===== src/rtl/out_channel_checker_fifo.sv =====
// Purpose: generic synchronous FIFO buffering out-channel words ahead of the comparator.
// Latency: first-word fall-through; a pushed word is visible on popDat the next cycle.
// Backpressure: full blocks pushes unless a pop happens in the same cycle; pops ignored when empty.
module out_fifo #(
    parameter int Width = 12,
    parameter int Depth = 8
) (
    input  logic             clock,
    input  logic             reset,
    input  logic             clr,
    input  logic             push,
    input  logic [Width-1:0] pushDat,
    input  logic             pop,
    output logic [Width-1:0] popDat,
    output logic             full,
    output logic             empty
);

    localparam int PtrWidth = $clog2(Depth);

    // Extra MSB on each pointer is the wrap bit that separates full from empty
    logic [PtrWidth:0] wrPtr;
    logic [PtrWidth:0] rdPtr;
    logic [Width-1:0]  mem [Depth];
    logic              doPush;
    logic              doPop;

    assign empty  = (wrPtr == rdPtr);
    assign full   = (wrPtr[PtrWidth] != rdPtr[PtrWidth]) &&
                    (wrPtr[PtrWidth-1:0] == rdPtr[PtrWidth-1:0]);
    assign doPop  = pop && !empty;
    assign doPush = push && (!full || doPop);
    assign popDat = mem[rdPtr[PtrWidth-1:0]];

    // Pointer update; a flush returns both pointers to zero
    always_ff @(posedge clock or negedge reset) begin
        if (!reset) begin
            wrPtr <= '0;
            rdPtr <= '0;
        end else if (clr) begin
            wrPtr <= '0;
            rdPtr <= '0;
        end else begin
            if (doPush) wrPtr <= wrPtr + 1'b1;
            if (doPop)  rdPtr <= rdPtr + 1'b1;
        end
    end

    // Storage write; contents need no reset because the pointers gate visibility
    always_ff @(posedge clock) begin
        if (doPush) mem[wrPtr[PtrWidth-1:0]] <= pushDat;
    end

endmodule


===== config.mk =====
export PLATFORM = sky130hd
export DESIGN_NAME = out_fifo
export DESIGN_NICKNAME = d
export VERILOG_FILES = /design/src/rtl/out_channel_checker_fifo.sv
export SDC_FILE = /design/constraint.sdc
export NUM_CORES = 1
export LEC_CHECK = 0
export ABC_CLOCK_PERIOD_IN_PS = 4650
export CAP_MARGIN = 0
export CORE_MARGIN = 2
export CORE_UTILIZATION = 60
export DETAILED_ROUTE_END_ITERATION = 8
export PLACE_DENSITY = 0.81
export REMOVE_ABC_BUFFERS = 1
export SETUP_SLACK_MARGIN = 0.4
export SYNTH_ARGS = -nofsm -noshare
export SYNTH_HDL_FRONTEND = slang
export SYNTH_SLANG_ARGS = --single-unit

===== constraint.sdc =====
create_clock -name clock -period 4.65 [get_ports clock]
set_clock_uncertainty 0.05 [all_clocks]
set_input_delay 0.6975 -clock clock [delete_from_list [all_inputs] [get_ports clock]]
set_output_delay 0.6975 -clock clock [all_outputs]
set_load 0.01 [all_outputs]

==> flow_summary.ini <==
[logic_synthesis]
synth_cell_types = 34
yosys_warnings = 0
synthAdderAreaFrac = 0.00594
synth-compound-area-share = 0.0217
ys_seq_area_frac = 0.732
synth_top_family_by_area = multiplexers
synthCells = 210
yosys.area_share.simple = 0.0395
muxShareOfSynthArea = 0.172
synthXorXnorAreaFrac = 0.0125
synth_area_mm2 = 0.00421
synth-seq-cells = 104
synth_area_per_cell_um2 = 20.1

[cells_and_area]
final_util = 0.716
stdcell_count = 347
final-seq-area_mm2 = 0.00308
num-nets-final = 266
final_area_mm2 = 0.00487
syn_to_final_growth_pct = 15.5
antenna_cells = 0
final_common_cell = edfxtp_1
drive_above_1_share = 0.275
fill_cells = 422
layout_common_cells = edfxtp_1, clkdlybuf4s50_1, mux4_2
multi_input_area_mm2 = 0.00108

[placement]
place_hpwl_mm = 4.50
dp_cells = 332
place.gp.congestion = 0.798
placed_area_mm2 = 0.00466
portBuffers = 30

[detailed_routing]
drc_errors = 0
final_antenna_net_count = 0
via_per_inst = 5.90
num_vias = 2047
drt-initial-drc-count = 121
wire_per_inst_um = 20.5
routed_wl_mm = 7.11
firstDrtPassIters = 4

[power_and_ir_drop]
sw_frac_of_total = 0.223
p_clk_frac = 0.292
power_frac_comb = 0.171
p_int_mw = 1.54
power_switching_mw = 0.442
finalPower_mw = 1.98
max-vdd-ir-drop_uv = 198
leakagePower_nw = 1.58
power_density_mw_per_mm2 = 407
p_seq_frac = 0.536

[floorplanning]
rows = 30
num_io_pins = 31
chipHeight_um = 87.8
die_w_um = 87.8
start_util = 0.620
core_mm2 = 0.00679
die_area_mm2 = 0.00771

[global_route]
gr-usage-all-layers = 0.201
grt_pass1_wl_mm = 10.9
grt_antenna_before_repair = 0
grt_overflow = 0
grt_max_degree = 29
first_global_vias = 2049

[clock_tree]
cts_made_buffers = 9
cts_tree = done
path_clk_slew_ps = 90
clk_latency_ps = 350
cts_resized = 0
clock_path_buffers = 2
htree_levels = 3
ctsHoldBuffers = 0
postCtsSetupBuffers = 0
clock-sinks = 104
cts-root-buf = clkbuf_8

[critical_path]
end_kind = output port
worst_ep_arrival_time_ps = 2490
critPathRequiredTime_ps = 3900
ff2ff_setup_slack_ps = 1830
crit_buf_inv = 1
cp_max_fo = 16
cp-start-kind = register
critical_path.max_stage_delay_ps = 870
cpLargestDelayFamily = flip-flops
cp_cell_sequence = xor2_1 > or3_1 > nor2_1 > clkdlybuf4s50_1
cpMaxStageDelayCell = dfrtp_1
path_class = register to output port

[job]
max_cap_viol_count = 0

[sta]
tightest_slew_ps = 841
final_hold_viol_count = 0
drv_slew = 0
maxSlewHeadroom = 0.439
post-route-period-util = 0.697
fmax_ghz = 0.309
setup-tns-final_ps = 0
rsz0062_at_grt = no
period_needed_ps = 3240
setup_viol = 0

[status]
status = finished, final reports clean

[hold_path]
min_path_type = register to register
## state kept, by name (all words and copies together) (netlist names)
signal  flops
mem        96
wrPtr       4
rdPtr       4
## synth_stat cells
cell       instances  area [um^2]
or2_0              1         6.26
edfxtp_1          96         2880
or3_1              3         18.8
buf_2              4         20.0
mux2i_1            1         10.0
dfrtp_1            8          200
o21ai_2            1         8.76
o21ai_0            3         15.0
clkbuf_1           6         22.5
a21oi_1            3         15.0
or4_4              1         11.3
a31oi_1            1         6.26
inv_1              1         3.75
buf_6              2         22.5
nor2b_1            2         12.5
nor2_1            10         37.5
ha_1               2         25.0
buf_1              1         3.75
or3b_1             1         8.76
mux2_1             1         11.3
o41ai_2            1         16.3
nor3_1             5         25.0
o211ai_1           1         7.51
nand2_1            3         11.3
xor2_1             5         43.8
mux2_4             1         15.0
xnor2_1            1         8.76
o2111ai_2          1         15.0
nor4_1             1         6.26
nand2b_1           3         18.8
nand3_1            2         10.0
mux4_2            24          541
mux2_2            13          146
o21a_1             1         7.51
## layer usage
| metal | wire length, um | vias to the layer above | global-route usage |
|---|---|---|---|
| li1 | - | 918 | - |
| met1 | 2940 | 1082 | 0.258 |
| met2 | 3850 | 40 | 0.346 |
| met3 | 251 | 7 | 0.0386 |
| met4 | 64 | 0 | 0.0741 |
| met5 | 0 | - | 0 |
## cells by family after synthesis
logic type                 after synthesis
and+or+nand+nor                         32
DFF                                    104
adders and majority gates                2
xor gates and xnor gates                 6
AOI/OAI and AO/OA                       12
muxes                                   40
buffers and inverters                   14
## final timing paths
kind | from | endpoint | cells after the start
hold / removal | rdPtr[3] | rdPtr[3] | 2
setup / recovery | rdPtr[2] | full | 4
setup reg to reg | rdPtr[2] | mem[0][11] | 5
min in group asynchronous | reset | wrPtr[2] | 1
hold reg to reg | rdPtr[3] | rdPtr[3] | 2
max in group asynchronous | reset | rdPtr[2] | 1
## metrics by stage
step           setup slack [ps]  hold WS (ps)
2_1_floorplan              1180           352
3_3_place_gp               1790           538
3_5_place_dp               1770           567
4_1_cts                    1370           580
5_1_grt                    1260           598
6_report                   1410           587
## worst reg2reg max path: cells and delay by family (launching register included)
family / cells / cell delay, ps
XOR/XNOR: 1 / 320
AO/OA/AOI/OAI: 1 / 120
AND/OR/NAND/NOR: 2 / 850
flip-flops: 1 / 870
buffers and inverters: 1 / 320
## layout make-up
type,count,share of cell area
flip-flops and latches,104,0.633
well taps,96,0.0247
repair buffers,39,0.0756
clock buffers,9,0.0254
clock inverters,6,0.0172
multi-input cells,92,0.223
inverters,1,0.000771
## power by group through the flow
stage	sequential [mW]	clock, mW	combinational, mW
after floorplan	1.11	0	0.177
after global placement	1.08	0	0.337
after detailed placement	1.08	0	0.342
after CTS	1.06	0.592	0.344
after global routing	1.06	0.621	0.366
final	1.06	0.579	0.339
Power figures use the tool's default switching activity.
